$ cat config.mk
export PLATFORM = sky130hd
export DESIGN_NAME = freq_counter_multi
export DESIGN_NICKNAME = d
export VERILOG_FILES = /design/src/rtl/freq_counter_pkg.sv /design/src/rtl/freq_counter_chan.sv /design/src/rtl/freq_counter_multi.sv
export SDC_FILE = /design/constraint.sdc
export NUM_CORES = 1
export LEC_CHECK = 0
export CORE_ASPECT_RATIO = 0.6
export CORE_MARGIN = 10
export CORE_UTILIZATION = 50
export DETAILED_ROUTE_END_ITERATION = 12
export MAX_ROUTING_LAYER = met4
export PLACE_DENSITY = 0.8
export SYNTH_ARGS = -nofsm -noshare
export SYNTH_HDL_FRONTEND = slang
export SYNTH_SLANG_ARGS = --single-unit
$ cat constraint.sdc
create_clock -name clk_in -period 5.04 [get_ports clk_in]
set_input_delay 0.504 -clock clk_in [delete_from_list [all_inputs] [get_ports clk_in]]
set_output_delay 0.504 -clock clk_in [all_outputs]
set_load 0.01 [all_outputs]
$ cat src/rtl/freq_counter_pkg.sv
// Shared encodings for the multi-channel gated edge counter.
package freq_counter_pkg;

  typedef enum logic [1:0] {
    ST_IDLE  = 2'd0,
    ST_ARM   = 2'd1,
    ST_COUNT = 2'd2
  } state_e;

  localparam logic [1:0] EDGE_RISE = 2'b00;
  localparam logic [1:0] EDGE_FALL = 2'b01;
  localparam logic [1:0] EDGE_BOTH = 2'b10;

endpackage

$ cat src/rtl/freq_counter_chan.sv
// One measurement channel: synchroniser, edge qualifier, saturating counter and
// the result register that holds the last completed window.
module freq_counter_chan
  import freq_counter_pkg::*;
#(
  parameter int CNT_W       = 8,
  parameter int SAT_MAX     = 250,
  parameter int SYNC_STAGES = 2
) (
  input  logic             clk_in,
  input  logic             rst_n_in,
  input  logic             sig_in,
  input  logic             clear_in,
  input  logic             latch_in,
  input  logic [1:0]       edge_mode_in,
  output logic [CNT_W-1:0] cnt_lat_out,
  output logic             sat_out
);

  localparam logic [CNT_W-1:0] SAT_V = CNT_W'(SAT_MAX);

  logic [SYNC_STAGES-1:0] sync_q, sync_d;
  logic                   hist_q, hist_d;
  logic [CNT_W-1:0]       cnt_q, cnt_d;
  logic [CNT_W-1:0]       lat_q, lat_d;
  logic                   sat_q, sat_d;
  logic                   rise, fall, edge_hit;
  logic [CNT_W-1:0]       cnt_inc;

  assign rise = sync_q[SYNC_STAGES-1] & ~hist_q;
  assign fall = ~sync_q[SYNC_STAGES-1] & hist_q;

  always_comb begin
    edge_hit = rise;
    case (edge_mode_in)
      EDGE_FALL: edge_hit = fall;
      EDGE_BOTH: edge_hit = rise | fall;
      default:   edge_hit = rise;
    endcase
  end

  // SAT_MAX fits in CNT_W, so the increment below the ceiling cannot overflow.
  assign cnt_inc = (cnt_q == SAT_V) ? cnt_q : cnt_q + CNT_W'(edge_hit);

  always_comb begin
    sync_d = {sync_q[SYNC_STAGES-2:0], sig_in};
    hist_d = sync_q[SYNC_STAGES-1];
    cnt_d  = cnt_inc;
    lat_d  = lat_q;
    sat_d  = sat_q;
    if (clear_in) begin
      cnt_d = '0;
    end else if (latch_in) begin
      lat_d = cnt_inc;
      sat_d = (cnt_inc == SAT_V);
      cnt_d = '0;
    end
  end

  always_ff @(posedge clk_in) begin
    if (!rst_n_in) begin
      sync_q <= '0;
      hist_q <= 1'b0;
      cnt_q  <= '0;
      lat_q  <= '0;
      sat_q  <= 1'b0;
    end else begin
      sync_q <= sync_d;
      hist_q <= hist_d;
      cnt_q  <= cnt_d;
      lat_q  <= lat_d;
      sat_q  <= sat_d;
    end
  end

  assign cnt_lat_out = lat_q;
  assign sat_out     = sat_q;

endmodule

$ cat src/rtl/freq_counter_multi.sv
// Multi-channel gated edge counter: window FSM, valid strobe and output packing.
// Results change only on a gate seen in COUNT with enable high.
module freq_counter_multi
  import freq_counter_pkg::*;
#(
  parameter int NUM_CH      = 4,
  parameter int CNT_W       = 8,
  parameter int SAT_MAX     = 250,
  parameter int SYNC_STAGES = 2
) (
  input  logic                    clk_in,
  input  logic                    rst_n_in,
  input  logic                    enable_in,
  input  logic [NUM_CH-1:0]       sig_in,
  input  logic                    gate_in,
  input  logic [1:0]              edge_mode_in,
  output logic [NUM_CH*CNT_W-1:0] data_out,
  output logic [NUM_CH-1:0]       sat_out,
  output logic                    valid_out,
  output logic [1:0]              state_out
);

  state_e state_q, state_d;
  logic   valid_q, valid_d;
  logic   clear_w, latch_w;

  // Dropping enable wins over a coincident gate: no latch on the way out.
  assign latch_w = (state_q == ST_COUNT) && enable_in && gate_in;
  assign clear_w = !((state_q == ST_COUNT) && enable_in);

  always_comb begin
    state_d = state_q;
    valid_d = latch_w;
    case (state_q)
      ST_IDLE:  if (enable_in) state_d = ST_ARM;
      ST_ARM: begin
        if (!enable_in)   state_d = ST_IDLE;
        else if (gate_in) state_d = ST_COUNT;
      end
      ST_COUNT: if (!enable_in) state_d = ST_IDLE;
      default:  state_d = ST_IDLE;
    endcase
  end

  always_ff @(posedge clk_in) begin
    if (!rst_n_in) begin
      state_q <= ST_IDLE;
      valid_q <= 1'b0;
    end else begin
      state_q <= state_d;
      valid_q <= valid_d;
    end
  end

  for (genvar k = 0; k < NUM_CH; k++) begin : g_ch
    freq_counter_chan #(
      .CNT_W      (CNT_W),
      .SAT_MAX    (SAT_MAX),
      .SYNC_STAGES(SYNC_STAGES)
    ) u_chan (
      .clk_in      (clk_in),
      .rst_n_in    (rst_n_in),
      .sig_in      (sig_in[k]),
      .clear_in    (clear_w),
      .latch_in    (latch_w),
      .edge_mode_in(edge_mode_in),
      .cnt_lat_out (data_out[k*CNT_W +: CNT_W]),
      .sat_out     (sat_out[k])
    );
  end

  assign valid_out = valid_q;
  assign state_out = state_q;

endmodule

* Yosys cells after proc, flatten, opt, wreduce, memory -nomap -nowiden
Index checks and enable logic that the tools add are counted.
** Word-level totals
- Flip-flop bits (word level) :: 83
- Output and inout bits :: 39
- Word-level logic and storage cells :: 82
** Cells by class
- Add/sub/neg operators :: 4
- Eq/ne operators :: 15
- Mux-type cells :: 13
- Bitwise gates (word level) :: 22
- Reductions and logical operators :: 6
** Operators with widths (count)
- equality test 8 bit, second input constant :: 8
- adder 8 x 1 -> 8 bit :: 4
- two-way mux 8 bit :: 4
- NOT 1 bit :: 10
- bitwise AND 1 bit :: 8
- two-way mux 2 bit :: 4
- case mux 1 bit (2 select lines) :: 4
- case mux 2 bit (3 select lines) :: 1
- equality test 2 x 1 -> 1 bit, second input constant :: 2
- equality test 2 bit, second input constant :: 2
- inequality test 2 bit, second input constant :: 2
- OR 1 bit :: 4
- inequality test 3 bit, second input constant :: 1
- AND reduction 3 bit :: 1
- OR reduction 3 bit :: 1
- logical AND 1 bit :: 2
- logical NOT 2 bit :: 1
- AND reduction 2 bit :: 1

* Logic depth before layout (Yosys ltp)
Gate-level depths: netlist (run 1).
- Depth in word-level cells :: 7
- Mapped depth :: 11

* Cells and area by module
Synthesis (run 1) repeated with hierarchy kept, for this count alone.
** Unflattened totals
- Cells, all modules :: 445
- Area, all modules :: 3976.3 um2
** Modules (own cells, without submodules)
- freq_counter_chan :: times used 4, cells an instance 108, area each 964.7 um2
- freq_counter_multi :: times used 1, cells an instance 13, area each 117.6 um2

* Worst setup path after synthesis (run 1)
No wires, ideal clock.
- Kind :: input-to-reg
- From :: in edge_mode_in[0]
- To :: reg g_ch[3].u_chan.sat_q
- Setup time :: 101 ps
- Arrival time :: 2407 ps
- Slack :: 2532 ps
- Cell stages on the path :: 10
- Path buffers :: 0
- Cell sequence :: inv_1 ha_1 nand2_1 o21ai_0 ha_1 ha_1 xor2_1 or3_1 o31a_1 o41ai_1
** Between the ends
- Word-level cells in the longest chain between the ends :: 5
** Ends and longest elaborated chain
- start, declared :: RTL line freq_counter_multi.sv:16 : input logic [1:0] edge_mode_in,
- equality test 2 bit / equality test 2 x 1 -> 1 bit (equally long branches) :: RTL line freq_counter_chan.sv:35 : case (edge_mode_in)
- case mux 1 bit (2 select lines) (*) :: RTL line freq_counter_chan.sv:35
- adder 8 x 1 -> 8 bit (*) :: RTL line freq_counter_chan.sv:43 : assign cnt_inc = (cnt_q == SAT_V) ? cnt_q : cnt_q + CNT_W'(edge_hit);
- two-way mux 8 bit (*) :: RTL line freq_counter_chan.sv:43
- equality test 8 bit (*) :: RTL line freq_counter_chan.sv:55 : sat_d = (cnt_inc == SAT_V);
- end signal, assigned :: RTL line freq_counter_chan.sv:72 : sat_q <= sat_d;
- end, declared :: RTL line freq_counter_chan.sv:26 : logic sat_q, sat_d;
Mark *: on every way between the ends. The rest lies on a longest branch, timed or not.
A chain may end at the register's enable or synchronous reset.

* Worst setup path after layout (run 1)
Same ends and word-level chain as after synthesis.

==> impl_results.html, run 1 <==
<table>
<tr><th>Metric</th><th>Value</th></tr>
<tr><th colspan="2">Critical path</th></tr>
<tr><td>Type of the worst setup path</td><td>primary input to register</td></tr>
<tr><td>Critical path capture point type</td><td>register</td></tr>
<tr><td>Peak fanout along the critical path</td><td>8</td></tr>
<tr><td>Top cell by count, worst path</td><td>sky130_fd_sc_hd__ha_1</td></tr>
<tr><td>Cell breakdown of the critical path</td><td>clkdlybuf4s50_1, inv_1, ha_1, nand2_1, o21ai_0, ha_1, ha_1, xor2_1, or3_1, o31a_1, o41ai_1</td></tr>
<tr><td>Kind of start point of the critical path</td><td>primary input</td></tr>
<tr><td>Data required, critical path</td><td>5.28 ns</td></tr>
<tr><td>Slowest-stage cell, CP</td><td>sky130_fd_sc_hd__clkdlybuf4s50_1</td></tr>
<tr><td>Largest stage delay on the critical path</td><td>0.50 ns</td></tr>
<tr><td>CP Data Arrival Time</td><td>3.13 ns</td></tr>
<tr><th colspan="2">Logic synthesis</th></tr>
<tr><td>Cell types occupying the most area after synthesis</td><td>sky130_fd_sc_hd__dfxtp_1 47%, sky130_fd_sc_hd__nor2_1 7.4%, sky130_fd_sc_hd__ha_1 6.4%</td></tr>
<tr><td>EDFF count, synth</td><td>0</td></tr>
<tr><td>Portion of the post-synthesis area used by sequential elements</td><td>0.4723</td></tr>
<tr><td>Total standard cell area after synthesis</td><td>roughly 0.0035 sq mm</td></tr>
<tr><td>Post-synthesis cell count</td><td>slightly below 400</td></tr>
<tr><td>Post-synth top flop</td><td>sky130_fd_sc_hd__dfxtp_1</td></tr>
<tr><td>Synthesized Nets</td><td>421</td></tr>
<tr><td>Proportion of synthesized flip-flops having asynchronous set or reset</td><td>0</td></tr>
<tr><td>Fraction of post-synthesis cell area in the top cell type by area</td><td>0.4723</td></tr>
<tr><td>Mean area per synthesized cell</td><td>8.953 sq um</td></tr>
<tr><td>Number of different library cells in the post-synthesis netlist</td><td>between 40 and 50</td></tr>
<tr><td>Area leader, netlist</td><td>sky130_fd_sc_hd__dfxtp_1</td></tr>
<tr><td>Number of storage elements in the synthesis netlist</td><td>83</td></tr>
<tr><td>Yosys warning count</td><td>0</td></tr>
<tr><th colspan="2">Cells and area</th></tr>
<tr><td>End-of-flow core utilization</td><td>0.6389</td></tr>
<tr><td>ANT cells</td><td>0</td></tr>
<tr><td>Most frequent cells in the layout</td><td>83 x sky130_fd_sc_hd__dfxtp_1, 69 x sky130_fd_sc_hd__nor2_1, 48 x sky130_fd_sc_hd__clkdlybuf4s50_1</td></tr>
<tr><td>Fill cell instance count of the final layout</td><td>552</td></tr>
<tr><td>Fraction of final layout cells with drive strength greater than 1</td><td>0.04828</td></tr>
<tr><td>Net count reported at finish</td><td>about 460</td></tr>
<tr><td>Area growth from synthesis to layout</td><td>22.80%</td></tr>
<tr><td>Post-layout instance count excluding filler cells</td><td>522</td></tr>
<tr><td>Final design instance area without fill</td><td>between 0.004 and 0.005 sq mm</td></tr>
<tr><td>Leading cell type in the layout, fill and taps excluded</td><td>sky130_fd_sc_hd__dfxtp_1</td></tr>
<tr><th colspan="2">Timing</th></tr>
<tr><td>Final-layout setup total negative slack</td><td>0 ns</td></tr>
<tr><td>Headroom to the max-slew limit</td><td>0.2588</td></tr>
<tr><td>Worst-case hold slack</td><td>0.4428 ns</td></tr>
<tr><td>Setup slack of the critical path after layout</td><td>2.148 ns</td></tr>
<tr><td>Setup repair after global routing missed its margin</td><td>no</td></tr>
<tr><td>Number of hold-slack violations in the final timing report</td><td>0</td></tr>
<tr><td>Final min period</td><td>2.892 ns</td></tr>
<tr><td>Worst-Margin Slew</td><td>around 1.1 ns</td></tr>
<tr><td>Final Slew Violations</td><td>0</td></tr>
<tr><td>Final number of setup-violating endpoints</td><td>0</td></tr>
<tr><td>FMAX</td><td>345.8 MHz</td></tr>
<tr><td>Skew final</td><td>0.008114 ns</td></tr>
<tr><td>Period utilisation layout</td><td>0.5739</td></tr>
<tr><th colspan="2">Route</th></tr>
<tr><td>Total wire length</td><td>approximately 8200 um</td></tr>
<tr><td>Avg WL per Cell</td><td>15.68 um</td></tr>
<tr><td>DRC marker count from the first detailed-route iteration</td><td>384</td></tr>
<tr><td>First-pass iteration count of the detailed router</td><td>4</td></tr>
<tr><td>Drt via density</td><td>5.466</td></tr>
<tr><td>Post-detailed-route count of antenna-violating nets</td><td>0</td></tr>
<tr><td>Vias after detailed routing</td><td>2853</td></tr>
<tr><td>Residual DRC count</td><td>0</td></tr>
<tr><th colspan="2">Floorplanning</th></tr>
<tr><td>Effective utilization at floorplan</td><td>0.5203</td></tr>
<tr><td>Floorplan Core Area</td><td>0.006763 sq mm</td></tr>
<tr><td>Number of placement rows</td><td>23</td></tr>
<tr><td>Horizontal extent of the die</td><td>roughly 130 um</td></tr>
<tr><td>Vertical extent of the die</td><td>84.98 um</td></tr>
<tr><td>Overall die area</td><td>0.01090 sq mm</td></tr>
<tr><td>I/O pins</td><td>49</td></tr>
<tr><th colspan="2">CTS</th></tr>
<tr><td>Setup Fix Bufs, Post-CTS</td><td>0</td></tr>
<tr><td>Sink Count</td><td>slightly above 80</td></tr>
<tr><td>Clk Latency, worst-skew pair</td><td>0.34 ns</td></tr>
<tr><td>Clock Tree Buf Depth</td><td>2</td></tr>
<tr><td>Number of resized instances in the post-cts repair step</td><td>0</td></tr>
<tr><td>TritonCTS clock tree</td><td>done</td></tr>
<tr><td>Number of buffers inserted during clock tree synthesis</td><td>9</td></tr>
<tr><td>Clk pin slew, worst setup/hold paths</td><td>0.06 ns</td></tr>
<tr><td>Hold bufs inserted after CTS</td><td>0</td></tr>
<tr><td>Number of levels in the clock H-tree</td><td>3</td></tr>
<tr><td>Clk root buf</td><td>sky130_fd_sc_hd__clkbuf_16</td></tr>
<tr><th colspan="2">Power</th></tr>
<tr><td>Cell-internal power</td><td>between 1 and 1.5 mW</td></tr>
<tr><td>Clock power share</td><td>0.493</td></tr>
<tr><td>Leakage component of the power</td><td>roughly 1.5 nW</td></tr>
<tr><td>Fraction of power spent switching nets</td><td>0.2019</td></tr>
<tr><td>Comb pwr share</td><td>0.030</td></tr>
<tr><td>PwrDens</td><td>323.0 mW/mm^2</td></tr>
<tr><td>Reported net switching power</td><td>around 0.28 mW</td></tr>
<tr><td>Final Total Pwr</td><td>between 1 and 1.5 mW</td></tr>
<tr><td>Maximum vdd drop</td><td>0.2058 mV</td></tr>
<tr><td>Sequential share of power</td><td>0.477</td></tr>
<tr><th colspan="2">Run status</th></tr>
<tr><td>Status</td><td>finished clean</td></tr>
<tr><th colspan="2">Place</th></tr>
<tr><td>Total half-perimeter wirelength after legalization and detailed placement</td><td>5730 um</td></tr>
<tr><td>Routability congestion estimate from global placement</td><td>between 0.8 and 0.9</td></tr>
<tr><td>Placed Cells</td><td>506</td></tr>
<tr><td>Cell area after placement</td><td>0.004010 sq mm</td></tr>
<tr><td>Quantity of I/O buffers inserted on ports</td><td>48</td></tr>
<tr><td>Post-place setup slack</td><td>~1.8 ns</td></tr>
<tr><th colspan="2">Global route</th></tr>
<tr><td>Met3 layer usage reported by global route</td><td>0.06025</td></tr>
<tr><td>Grt total ovfl</td><td>0</td></tr>
<tr><td>Met2 usage</td><td>0.2241</td></tr>
<tr><td>Global-route total usage across every layer</td><td>0.1595</td></tr>
<tr><td>Most congested layer reported by global routing</td><td>met2</td></tr>
<tr><td>Wire length of the first global-routing pass</td><td>13660 um</td></tr>
<tr><td>Number of global-route vias before repair</td><td>about 2800</td></tr>
<tr><td>Met1 layer usage reported by global route</td><td>0.1914</td></tr>
<tr><td>Pin count of the biggest net entering global routing</td><td>57</td></tr>
<tr><td>Number of antenna violations at the first check in global routing</td><td>0</td></tr>
<tr><th colspan="2">Hold path</th></tr>
<tr><td>Class of the worst hold path</td><td>register to register</td></tr>
<tr><th colspan="2">Run</th></tr>
<tr><td>Number of max-capacitance violations reported</td><td>0</td></tr>
</table>
## final cells by class
class / instances / area (sq um) / share of cell area
flip-flops and latches: 83 / 1662 / 0.3846
repair buffers: 49 / 488.0 / 0.1129
multi-input cells: 268 / 1680 / 0.3889
clock inverters: 5 / 77.57 / 0.01796
well taps: 87 / 108.9 / 0.02520
clock buffers: 11 / 232.7 / 0.05387
inverters: 19 / 71.32 / 0.01651
## routing by layer
metal  up-vias  part of all wire
li1       1431                 -
met1      1303              0.46
met2        99              0.44
met3        20             0.074
met4         0             0.027
met5         -                 0
## synthesized netlist by cell type (2+ instances only)
cell,n
sky130_fd_sc_hd__nand4_1,4
sky130_fd_sc_hd__and2_1,8
sky130_fd_sc_hd__o41ai_1,2
sky130_fd_sc_hd__or3_1,3
sky130_fd_sc_hd__buf_1,5
sky130_fd_sc_hd__clkbuf_1,10
sky130_fd_sc_hd__nand3_1,24
sky130_fd_sc_hd__a21oi_1,9
sky130_fd_sc_hd__a22oi_1,6
sky130_fd_sc_hd__nor4b_1,2
sky130_fd_sc_hd__buf_4,4
sky130_fd_sc_hd__nand2b_1,3
sky130_fd_sc_hd__o21ai_0,6
sky130_fd_sc_hd__or4_4,2
sky130_fd_sc_hd__nor4_1,3
sky130_fd_sc_hd__buf_2,4
sky130_fd_sc_hd__nand3b_1,5
sky130_fd_sc_hd__nand2_1,23
sky130_fd_sc_hd__inv_1,18
sky130_fd_sc_hd__a211oi_1,25
sky130_fd_sc_hd__xnor2_1,15
sky130_fd_sc_hd__nor3_1,7
sky130_fd_sc_hd__ha_1,18
sky130_fd_sc_hd__and3_1,5
sky130_fd_sc_hd__xor2_1,10
sky130_fd_sc_hd__nor2_1,69
sky130_fd_sc_hd__dfxtp_1,83
sky130_fd_sc_hd__a31oi_1,2
## worst paths after layout
| kind | start | to | slack (ns) | cells past startpoint |
|---|---|---|---|---|
| hold / removal | g_ch[1].u_chan.sync_q[0] | g_ch[1].u_chan.sync_q[1] | 0.44 | 1 |
| hold reg to reg | g_ch[1].u_chan.sync_q[0] | g_ch[1].u_chan.sync_q[1] | 0.44 | 1 |
| setup / recovery | edge_mode_in[0] | g_ch[3].u_chan.sat_out | 2.15 | 11 |
| setup reg to reg | g_ch[3].u_chan.hist_q | g_ch[3].u_chan.sat_out | 2.44 | 11 |
## power groups by stage
stage	Combinational (mW)	Clock [mW]	Sequential, mW
6_report	0.0420	0.688	0.665
5_1_grt	0.0464	0.729	0.666
4_1_cts	0.0423	0.698	0.665
3_5_place_dp	0.0421	0	0.680
3_3_place_gp	0.0404	0	0.679
2_1_floorplan	0.0218	0	0.680
## cell families (layout without fill, tap and decap cells)
| family | count (synthesis) | after routing | share of synthesized area |
|---|---|---|---|
| adder cells (fa/ha/maj) | 18 | 18 | 0.06401 |
| flip-flops | 83 | 83 | 0.4723 |
| AND/OR/NAND/NOR | 166 | 166 | 0.2304 |
| XOR/XNOR | 25 | 25 | 0.06223 |
| AO/OA/AOI/OAI | 58 | 58 | 0.1177 |
| multiplexers | 1 | 1 | 0.002845 |
| buffers and inverters | 42 | 84 | 0.05050 |
## state kept, by name, summed over array words and instances (netlist names)
register / flops
g_ch.u_chan.sat_out: 4
g_ch.u_chan.cnt_q: 32
valid_out: 1
state_out: 2
g_ch.u_chan.cnt_lat_out: 32
g_ch.u_chan.sync_q: 8
g_ch.u_chan.hist_q: 4
## worst max-delay path, delay by kind of cell
kind	cells	cell delay, ns
buffers and inverters	2	0.56
and+or+nand+nor	2	0.45
xor gates and xnor gates	1	0.17
AOI/OAI and AO/OA	3	0.62
adders and majority gates	3	0.81
Note: power is estimated with default switching activity, not from simulation.
==> run 2, diff against run 1 <==
--- a/config.mk
+++ b/config.mk
@@ -7,10 +7,10 @@
 export LEC_CHECK = 0
 export CORE_ASPECT_RATIO = 0.6
 export CORE_MARGIN = 10
-export CORE_UTILIZATION = 50
+export CORE_UTILIZATION = 49
 export DETAILED_ROUTE_END_ITERATION = 12
 export MAX_ROUTING_LAYER = met4
-export PLACE_DENSITY = 0.8
+export PLACE_DENSITY = 0.82
 export SYNTH_ARGS = -nofsm -noshare
 export SYNTH_HDL_FRONTEND = slang
 export SYNTH_SLANG_ARGS = --single-unit
==> constraint.sdc (replaced) <==
create_clock -name clk_in -period 2.6 [get_ports clk_in]
set_input_delay 0.26 -clock clk_in [delete_from_list [all_inputs] [get_ports clk_in]]
set_output_delay 0.26 -clock clk_in [all_outputs]
set_load 0.01 [all_outputs]
==> run 2 against run 1 <==
Against the previous run: clock power grew 100%; worst setup slack lost 2.0 ns; core utilization grew 3.3 points; final cell count grew 5.6%; flip-flop and latch count is the same; critical path depth grew 1; design area grew 6.1%; wire length grew 6.0%; clock skew shrank 0.00085 ns; first-iteration DRC count shrank 45%; die area grew 1.6%; worst hold slack is essentially flat; critical path type unchanged; largest power group unchanged.
==> impl_results.html, run 2 (same netlist as run 1, synthesis figures left out) <==
<table>
<tr><th>Metric</th><th>Value</th></tr>
<tr><th colspan="2">CTS</th></tr>
<tr><td>Clk root buf</td><td>sky130_fd_sc_hd__clkbuf_16</td></tr>
<tr><td>Clk pin slew, worst setup/hold paths</td><td>0.06 ns (about the same)</td></tr>
<tr><td>Sink Count</td><td>83 (unchanged)</td></tr>
<tr><td>Setup Fix Bufs, Post-CTS</td><td>0 (unchanged)</td></tr>
<tr><td>Clock Tree Buf Depth</td><td>2 (unchanged)</td></tr>
<tr><td>Clk Latency, worst-skew pair</td><td>0.34 ns (about the same)</td></tr>
<tr><td>TritonCTS clock tree</td><td>done</td></tr>
<tr><td>Number of levels in the clock H-tree</td><td>3 (unchanged)</td></tr>
<tr><td>Number of buffers inserted during clock tree synthesis</td><td>9 (unchanged)</td></tr>
<tr><th colspan="2">Power</th></tr>
<tr><td>Cell-internal power</td><td>2.219 mW (+99%)</td></tr>
<tr><td>Sequential share of power</td><td>0.467 (-0.010)</td></tr>
<tr><td>Comb pwr share</td><td>0.032 (+0.002)</td></tr>
<tr><td>Reported net switching power</td><td>0.5417 mW (+92%)</td></tr>
<tr><td>Fraction of power spent switching nets</td><td>0.1962 (-0.005678)</td></tr>
<tr><td>Leakage component of the power</td><td>1.638 nW (+10%)</td></tr>
<tr><td>Maximum vdd drop</td><td>0.6160 mV (+200%)</td></tr>
<tr><td>PwrDens</td><td>602.4 mW/mm^2 (+86%)</td></tr>
<tr><td>Final Total Pwr</td><td>2.761 mW (+98%)</td></tr>
<tr><td>Clock power share</td><td>0.500 (+0.007)</td></tr>
<tr><th colspan="2">Critical path</th></tr>
<tr><td>Data required, critical path</td><td>2.86 ns (-2.42 ns)</td></tr>
<tr><td>Destination of the critical timing path</td><td>g_ch[0].u_chan.cnt_lat_out[6]</td></tr>
<tr><td>Reg2reg end</td><td>g_ch[3].u_chan.sat_out</td></tr>
<tr><td>Reg2Reg Depth</td><td>11 (unchanged)</td></tr>
<tr><td>CP Data Arrival Time</td><td>2.74 ns (-0.39 ns)</td></tr>
<tr><td>Worst Setup SP</td><td>edge_mode_in[0]</td></tr>
<tr><td>Worst reg2reg path startpoint</td><td>g_ch[3].u_chan.hist_q</td></tr>
<tr><td>Peak fanout along the critical path</td><td>6 (-2)</td></tr>
<tr><td>Setup slack on the worst flop-to-flop path</td><td>0.18 ns (-2.26 ns)</td></tr>
<tr><td>Type of the worst setup path</td><td>primary input to register</td></tr>
<tr><td>Critical path capture point type</td><td>register</td></tr>
<tr><td>Kind of start point of the critical path</td><td>primary input</td></tr>
<tr><th colspan="2">Cells and area</th></tr>
<tr><td>Leading cell type in the layout, fill and taps excluded</td><td>sky130_fd_sc_hd__dfxtp_1</td></tr>
<tr><td>Most frequent cells in the layout</td><td>83 x sky130_fd_sc_hd__dfxtp_1, 69 x sky130_fd_sc_hd__nor2_1, 48 x sky130_fd_sc_hd__clkdlybuf4s50_1</td></tr>
<tr><td>Post-layout instance count excluding filler cells</td><td>551 (+5.6%)</td></tr>
<tr><td>End-of-flow core utilization</td><td>0.6720 (+0.03313)</td></tr>
<tr><td>Area growth from synthesis to layout</td><td>30.26%</td></tr>
<tr><td>Fraction of final layout cells with drive strength greater than 1</td><td>0.1207 (+0.07241)</td></tr>
<tr><td>ANT cells</td><td>0 (unchanged)</td></tr>
<tr><td>Net count reported at finish</td><td>487 (+6.3%)</td></tr>
<tr><th colspan="2">Route</th></tr>
<tr><td>Residual DRC count</td><td>0 (unchanged)</td></tr>
<tr><td>Post-detailed-route count of antenna-violating nets</td><td>0 (unchanged)</td></tr>
<tr><td>Total wire length</td><td>8680 um (+6.0%)</td></tr>
<tr><td>Vias after detailed routing</td><td>2977 (+4.3%)</td></tr>
<tr><td>Drt via density</td><td>5.403 (-1.1%)</td></tr>
<tr><td>Avg WL per Cell</td><td>15.75 um (+0.45%)</td></tr>
<tr><td>DRC marker count from the first detailed-route iteration</td><td>211 (-45%)</td></tr>
<tr><td>First-pass iteration count of the detailed router</td><td>4 (unchanged)</td></tr>
<tr><th colspan="2">Place</th></tr>
<tr><td>Placed Cells</td><td>535 (+5.7%)</td></tr>
<tr><td>Quantity of I/O buffers inserted on ports</td><td>48 (unchanged)</td></tr>
<tr><td>Post-place setup slack</td><td>-0.2585 ns (-2.053 ns)</td></tr>
<tr><td>Routability congestion estimate from global placement</td><td>0.8666 (-1.6%)</td></tr>
<tr><td>Total half-perimeter wirelength after legalization and detailed placement</td><td>6380 um (+11%)</td></tr>
<tr><th colspan="2">Timing</th></tr>
<tr><td>Final Slew Violations</td><td>0 (unchanged)</td></tr>
<tr><td>Setup repair after global routing missed its margin</td><td>yes</td></tr>
<tr><td>Period utilisation layout</td><td>0.9548</td></tr>
<tr><td>Headroom to the max-slew limit</td><td>0.2503 (-0.008485)</td></tr>
<tr><td>Final number of setup-violating endpoints</td><td>0 (unchanged)</td></tr>
<tr><td>Number of hold-slack violations in the final timing report</td><td>0 (unchanged)</td></tr>
<tr><td>Final-layout setup total negative slack</td><td>0 ns (unchanged)</td></tr>
<tr><td>Worst-Margin Slew</td><td>1.125 ns (+0.01273 ns)</td></tr>
<tr><td>Skew final</td><td>0.007259 ns (-0.0008550 ns)</td></tr>
<tr><td>Final min period</td><td>around 2.5 ns</td></tr>
<tr><td>Setup slack of the critical path after layout</td><td>0.1176 ns (-2.030 ns)</td></tr>
<tr><td>FMAX</td><td>402.8 MHz</td></tr>
<tr><th colspan="2">Run status</th></tr>
<tr><td>Status</td><td>finished clean</td></tr>
<tr><th colspan="2">Floorplanning</th></tr>
<tr><td>Effective utilization at floorplan</td><td>0.5159 (-0.004390)</td></tr>
<tr><td>Vertical extent of the die</td><td>85.64 um (+0.78%)</td></tr>
<tr><td>Floorplan Core Area</td><td>0.006820 sq mm (+0.85%)</td></tr>
<tr><td>Number of placement rows</td><td>23 (unchanged)</td></tr>
<tr><td>I/O pins</td><td>49 (unchanged)</td></tr>
<tr><td>Overall die area</td><td>0.01108 sq mm (+1.6%)</td></tr>
<tr><td>Horizontal extent of the die</td><td>129.4 um (+0.86%)</td></tr>
<tr><th colspan="2">Run</th></tr>
<tr><td>Number of max-capacitance violations reported</td><td>0 (unchanged)</td></tr>
<tr><th colspan="2">Hold path</th></tr>
<tr><td>Class of the worst hold path</td><td>register to register</td></tr>
<tr><th colspan="2">Global route</th></tr>
<tr><td>Global-route total usage across every layer</td><td>0.1696 (+0.01007)</td></tr>
<tr><td>Grt total ovfl</td><td>0 (unchanged)</td></tr>
<tr><td>Pin count of the biggest net entering global routing</td><td>29 (-49%)</td></tr>
<tr><td>Number of global-route vias before repair</td><td>2977 (+5.1%)</td></tr>
<tr><td>Number of antenna violations at the first check in global routing</td><td>0 (unchanged)</td></tr>
<tr><td>Wire length of the first global-routing pass</td><td>14620 um (+7.0%)</td></tr>
</table>
## run 2: power groups by stage
stage	Sequential, mW	Clock (mW)	Combinational [mW]
3_5_place_dp	1.32	0	0.0894
5_1_grt	1.29	1.45	0.0990
2_1_floorplan	1.32	0	0.0422
3_3_place_gp	1.32	0	0.0864
4_1_cts	1.29	1.40	0.0899
6_report	1.29	1.38	0.0896
## run 2: stage by stage
| step | instance area (sq um) | hold WS (ns) |
|---|---|---|
| global route | 4583 | 0.4698 |
| finish | 4583 | 0.4427 |
| detailed placement | 4228 | 0.4306 |
| floorplan | 3518 | 0.3618 |
| CTS | 4557 | 0.4463 |
| global placement | 4228 | 0.4311 |
## run 2: critical path, stage by stage
cell                              delay [ns]
sky130_fd_sc_hd__clkdlybuf4s50_1        0.48
sky130_fd_sc_hd__inv_1                  0.05
sky130_fd_sc_hd__ha_1                   0.32
sky130_fd_sc_hd__buf_4                  0.17
sky130_fd_sc_hd__o21ai_0                0.21
sky130_fd_sc_hd__ha_1                   0.21
sky130_fd_sc_hd__ha_1                   0.23
sky130_fd_sc_hd__buf_4                  0.14
sky130_fd_sc_hd__nand4_1                0.13
sky130_fd_sc_hd__nor2_1                 0.17
sky130_fd_sc_hd__xnor2_1                0.13
sky130_fd_sc_hd__a211oi_1               0.23
## run 2: repair_timing
item	CTS	global route
hold buffers	0	0
resized for setup	0	7
endpoints found under the setup margin	0	4
endpoints found under the hold margin	0	0
## run 2: cell type report
class                   instances  area, sq um
fillers                       545         2237
multi-input cells             268         1707
flip-flops and latches         83         1662
repair buffers                 78        705.7
clock buffers                  12        256.5
well taps                      87        108.9
clock inverters                 4        72.57
inverters                      19        71.32
## run 2: metal layers
| layer | vias to the layer above | GRT usage | wire length, um |
|---|---|---|---|
| met2 | 81 | 0.2618 | 3928 |
| met1 | 1395 | 0.2070 | 4068 |
| met5 | - | - | 0 |
| met3 | 14 | 0.04610 | 510 |
| li1 | 1487 | - | - |
| met4 | 0 | 0.06578 | 172 |
## run 2: worst min-delay path by stage
stage	from	to	slack, ns	cells past startpoint
floorplan	gate_in	state_out[0]	0.36	1
global placement	g_ch[1].u_chan.sync_q[0]	g_ch[1].u_chan.sync_q[1]	0.43	1
detailed placement	g_ch[3].u_chan.sync_q[0]	g_ch[3].u_chan.sync_q[1]	0.43	1
CTS	g_ch[3].u_chan.sync_q[0]	g_ch[3].u_chan.sync_q[1]	0.45	1
global route	g_ch[3].u_chan.sync_q[0]	g_ch[3].u_chan.sync_q[1]	0.47	1
finish	g_ch[3].u_chan.sync_q[0]	g_ch[3].u_chan.sync_q[1]	0.44	1
==> run 3, diff against run 2 <==
--- a/config.mk
+++ b/config.mk
@@ -5,12 +5,14 @@
 export SDC_FILE = /design/constraint.sdc
 export NUM_CORES = 1
 export LEC_CHECK = 0
+export ABC_CLOCK_PERIOD_IN_PS = 2600
 export CORE_ASPECT_RATIO = 0.6
-export CORE_MARGIN = 10
-export CORE_UTILIZATION = 49
+export CORE_MARGIN = 2
+export CORE_UTILIZATION = 50
 export DETAILED_ROUTE_END_ITERATION = 12
+export DONT_BUFFER_PORTS = 1
 export MAX_ROUTING_LAYER = met4
-export PLACE_DENSITY = 0.82
+export PLACE_DENSITY = 0.74
 export SYNTH_ARGS = -nofsm -noshare
 export SYNTH_HDL_FRONTEND = slang
 export SYNTH_SLANG_ARGS = --single-unit
==> run 3 against run 2 <==
Against the previous run: fmax down 0.14%; worst hold slack worse by 0.42 ns; via count down 9.6%; sequential power about the same; first-iteration DRC count down 27%; sequential share of layout area up 6.7 points; total power down 5.9%; die area down 30%; largest power group is now registers.
==> impl_results.html, run 3 (same netlist as run 1, synthesis figures left out) <==
<table>
<tr><th>Metric</th><th>Value</th></tr>
<tr><th colspan="2">Critical path</th></tr>
<tr><td>Data required, critical path</td><td>2.85 ns (about the same)</td></tr>
<tr><td>Slowest-stage cell, CP</td><td>sky130_fd_sc_hd__or3_1</td></tr>
<tr><td>Critical path capture point type</td><td>register</td></tr>
<tr><td>Largest stage delay on the critical path</td><td>0.35 ns (-0.13 ns)</td></tr>
<tr><td>Crit path max-delay family</td><td>compound AO/OA/AOI/OAI gates</td></tr>
<tr><td>Worst reg2reg path startpoint</td><td>g_ch[3].u_chan.hist_q</td></tr>
<tr><td>Top cell by count, worst path</td><td>sky130_fd_sc_hd__ha_1</td></tr>
<tr><td>Type of the worst setup path</td><td>register to register</td></tr>
<tr><td>Setup slack on the worst flop-to-flop path</td><td>0.11 ns (-0.07 ns)</td></tr>
<tr><td>Number of stages on the worst setup path</td><td>11 (-1)</td></tr>
<tr><td>Kind of start point of the critical path</td><td>register</td></tr>
<tr><td>CP bufs+invs</td><td>2 (-2)</td></tr>
<tr><td>Reg2reg end</td><td>g_ch[3].u_chan.sat_out</td></tr>
<tr><td>CP Data Arrival Time</td><td>2.73 ns (about the same)</td></tr>
<tr><td>Reg2Reg Depth</td><td>11 (unchanged)</td></tr>
<tr><td>Cell breakdown of the critical path</td><td>inv_1, ha_1, inv_1, a22oi_2, o21ai_1, ha_1, ha_1, xor2_1, or3_1, o31a_1, o41ai_2</td></tr>
<tr><td>Peak fanout along the critical path</td><td>3 (-3)</td></tr>
<tr><th colspan="2">Global route</th></tr>
<tr><td>Number of global-route vias before repair</td><td>2551 (-14%)</td></tr>
<tr><td>Grt total ovfl</td><td>0 (unchanged)</td></tr>
<tr><td>Wire length of the first global-routing pass</td><td>12610 um (-14%)</td></tr>
<tr><td>Pin count of the biggest net entering global routing</td><td>29 (unchanged)</td></tr>
<tr><td>Global-route total usage across every layer</td><td>0.2198 (+0.05018)</td></tr>
<tr><td>Number of antenna violations at the first check in global routing</td><td>0 (unchanged)</td></tr>
<tr><th colspan="2">Cells and area</th></tr>
<tr><td>Leading cell type in the layout, fill and taps excluded</td><td>sky130_fd_sc_hd__dfxtp_1</td></tr>
<tr><td>Net count reported at finish</td><td>414 (-15%)</td></tr>
<tr><td>Most frequent cells in the layout</td><td>83 x sky130_fd_sc_hd__dfxtp_1, 69 x sky130_fd_sc_hd__nor2_1, 25 x sky130_fd_sc_hd__a211oi_1</td></tr>
<tr><td>Fraction of final layout cells with drive strength greater than 1</td><td>0.07417 (-0.04652)</td></tr>
<tr><td>ANT cells</td><td>0 (unchanged)</td></tr>
<tr><td>Post-layout instance count excluding filler cells</td><td>478 (-13%)</td></tr>
<tr><td>Final design instance area without fill</td><td>0.003870 sq mm (-16%)</td></tr>
<tr><td>Area growth from synthesis to layout</td><td>9.993%</td></tr>
<tr><th colspan="2">Power</th></tr>
<tr><td>PwrDens</td><td>671.4 mW/mm^2 (+11%)</td></tr>
<tr><td>Leakage component of the power</td><td>1.338 nW (-18%)</td></tr>
<tr><td>Final Total Pwr</td><td>2.598 mW (-5.9%)</td></tr>
<tr><td>Maximum vdd drop</td><td>0.4370 mV (-29%)</td></tr>
<tr><th colspan="2">CTS</th></tr>
<tr><td>Number of buffers inserted during clock tree synthesis</td><td>9 (unchanged)</td></tr>
<tr><td>Clk root buf</td><td>sky130_fd_sc_hd__clkbuf_16</td></tr>
<tr><td>Number of levels in the clock H-tree</td><td>3 (unchanged)</td></tr>
<tr><td>Clock Tree Buf Depth</td><td>2 (unchanged)</td></tr>
<tr><td>Clk pin slew, worst setup/hold paths</td><td>0.06 ns (about the same)</td></tr>
<tr><td>Clk Latency, worst-skew pair</td><td>0.34 ns (about the same)</td></tr>
<tr><td>Setup Fix Bufs, Post-CTS</td><td>0 (unchanged)</td></tr>
<tr><td>TritonCTS clock tree</td><td>done</td></tr>
<tr><td>Sink Count</td><td>83 (unchanged)</td></tr>
<tr><th colspan="2">Place</th></tr>
<tr><td>Quantity of I/O buffers inserted on ports</td><td>0 (-100%)</td></tr>
<tr><td>Total half-perimeter wirelength after legalization and detailed placement</td><td>5432 um (-15%)</td></tr>
<tr><td>Cell area after placement</td><td>0.003560 sq mm (-16%)</td></tr>
<tr><td>Post-place setup slack</td><td>0.1091 ns (+0.3676 ns)</td></tr>
<tr><td>Routability congestion estimate from global placement</td><td>0.8953 (+3.3%)</td></tr>
<tr><td>Placed Cells</td><td>462 (-14%)</td></tr>
<tr><th colspan="2">Floorplanning</th></tr>
<tr><td>Floorplan Core Area</td><td>0.006734 sq mm (-1.3%)</td></tr>
<tr><td>Number of placement rows</td><td>23 (unchanged)</td></tr>
<tr><td>Effective utilization at floorplan</td><td>0.5225 (+0.006614)</td></tr>
<tr><td>Vertical extent of the die</td><td>68.98 um (-19%)</td></tr>
<tr><td>Overall die area</td><td>0.007746 sq mm (-30%)</td></tr>
<tr><td>I/O pins</td><td>49 (unchanged)</td></tr>
<tr><td>Horizontal extent of the die</td><td>112.3 um (-13%)</td></tr>
<tr><th colspan="2">Route</th></tr>
<tr><td>Residual DRC count</td><td>0 (unchanged)</td></tr>
<tr><td>First-pass iteration count of the detailed router</td><td>4 (unchanged)</td></tr>
<tr><td>Post-detailed-route count of antenna-violating nets</td><td>0 (unchanged)</td></tr>
<tr><td>Drt via density</td><td>5.628 (+4.2%)</td></tr>
<tr><td>DRC marker count from the first detailed-route iteration</td><td>154 (-27%)</td></tr>
<tr><td>Vias after detailed routing</td><td>2690 (-9.6%)</td></tr>
<tr><td>Avg WL per Cell</td><td>15.92 um (+1.0%)</td></tr>
<tr><td>Total wire length</td><td>7609 um (-12%)</td></tr>
<tr><th colspan="2">Timing</th></tr>
<tr><td>Skew final</td><td>0.008255 ns (+0.0009963 ns)</td></tr>
<tr><td>Final number of setup-violating endpoints</td><td>0 (unchanged)</td></tr>
<tr><td>Worst-Margin Slew</td><td>1.079 ns (-0.04503 ns)</td></tr>
<tr><td>Period utilisation layout</td><td>0.9561 (+0.001352)</td></tr>
<tr><td>Number of hold-slack violations in the final timing report</td><td>0 (unchanged)</td></tr>
<tr><td>Headroom to the max-slew limit</td><td>0.2803 (+0.03002)</td></tr>
<tr><td>FMAX</td><td>402.3 MHz (-0.14%)</td></tr>
<tr><td>Final Slew Violations</td><td>0 (unchanged)</td></tr>
<tr><td>Final min period</td><td>2.486 ns (+0.003515 ns)</td></tr>
<tr><td>Setup slack of the critical path after layout</td><td>0.1141 ns (-0.003515 ns)</td></tr>
<tr><th colspan="2">Hold path</th></tr>
<tr><td>Hold path cells</td><td>1 (unchanged)</td></tr>
<tr><td>Class of the worst hold path</td><td>primary input to register</td></tr>
<tr><td>Min-delay src</td><td>gate_in</td></tr>
<tr><td>Terminating pin of the worst hold path</td><td>state_out[0]</td></tr>
<tr><th colspan="2">Run status</th></tr>
<tr><td>Status</td><td>finished clean</td></tr>
<tr><th colspan="2">Run</th></tr>
<tr><td>Number of max-capacitance violations reported</td><td>0 (unchanged)</td></tr>
</table>
==> run 3: report_power, final <==
part	total [mW]	switching (mW)	leakage, nW	internal (mW)
Clock	1.25	0.489	0.145	0.764
Combinational	0.0527	0.0325	0.522	0.0202
Sequential	1.29	0.00871	0.671	1.28
Total	2.60	0.530	1.34	2.07
==> run 3: final cells by class <==
type,instances,area (sq um)
tap,87,108.9
sequential,83,1662
fill,606,2864
inverter,19,71.32
clock inverter,5,52.55
multi-input combinational,268,1695
clock buffer,11,242.7
timing repair buffer,5,37.54
==> run 3: metrics by stage <==
step	TNS (ns)	utilization	hold WS [ns]
floorplan	0	-	0.3618
global placement	0	0.5286	0.3671
detailed placement	0	0.5286	0.3689
CTS	0	0.5725	0.009700
global route	-0.01957	0.5747	0.008984
finish	0	0.5747	0.02240
==> run 3: worst max-delay path by stage <==
stage	start	end
after detailed placement	g_ch[3].u_chan.hist_q	g_ch[3].u_chan.sat_out
after global routing	g_ch[3].u_chan.hist_q	g_ch[3].u_chan.sat_out
after global placement	g_ch[3].u_chan.hist_q	g_ch[3].u_chan.sat_out
final	g_ch[3].u_chan.hist_q	g_ch[3].u_chan.sat_out
after floorplan	g_ch[3].u_chan.hist_q	g_ch[3].u_chan.sat_out
after CTS	g_ch[3].u_chan.hist_q	g_ch[3].u_chan.sat_out
==> run 3: what timing repair did <==
| item | 4_1_cts | 5_1_grt |
|---|---|---|
| setup endpoints to repair | 0 | 3 |
| hold buffers | 0 | 0 |
| resized for setup | 0 | 5 |
==> run 3: metal layers <==
layer / track usage / vias up / part of all wire
met5: - / - / 0
met2: 0.3238 / 67 / 0.43
met1: 0.2758 / 1266 / 0.48
met3: 0.07955 / 11 / 0.071
li1: - / 1346 / -
met4: 0.09451 / 0 / 0.014
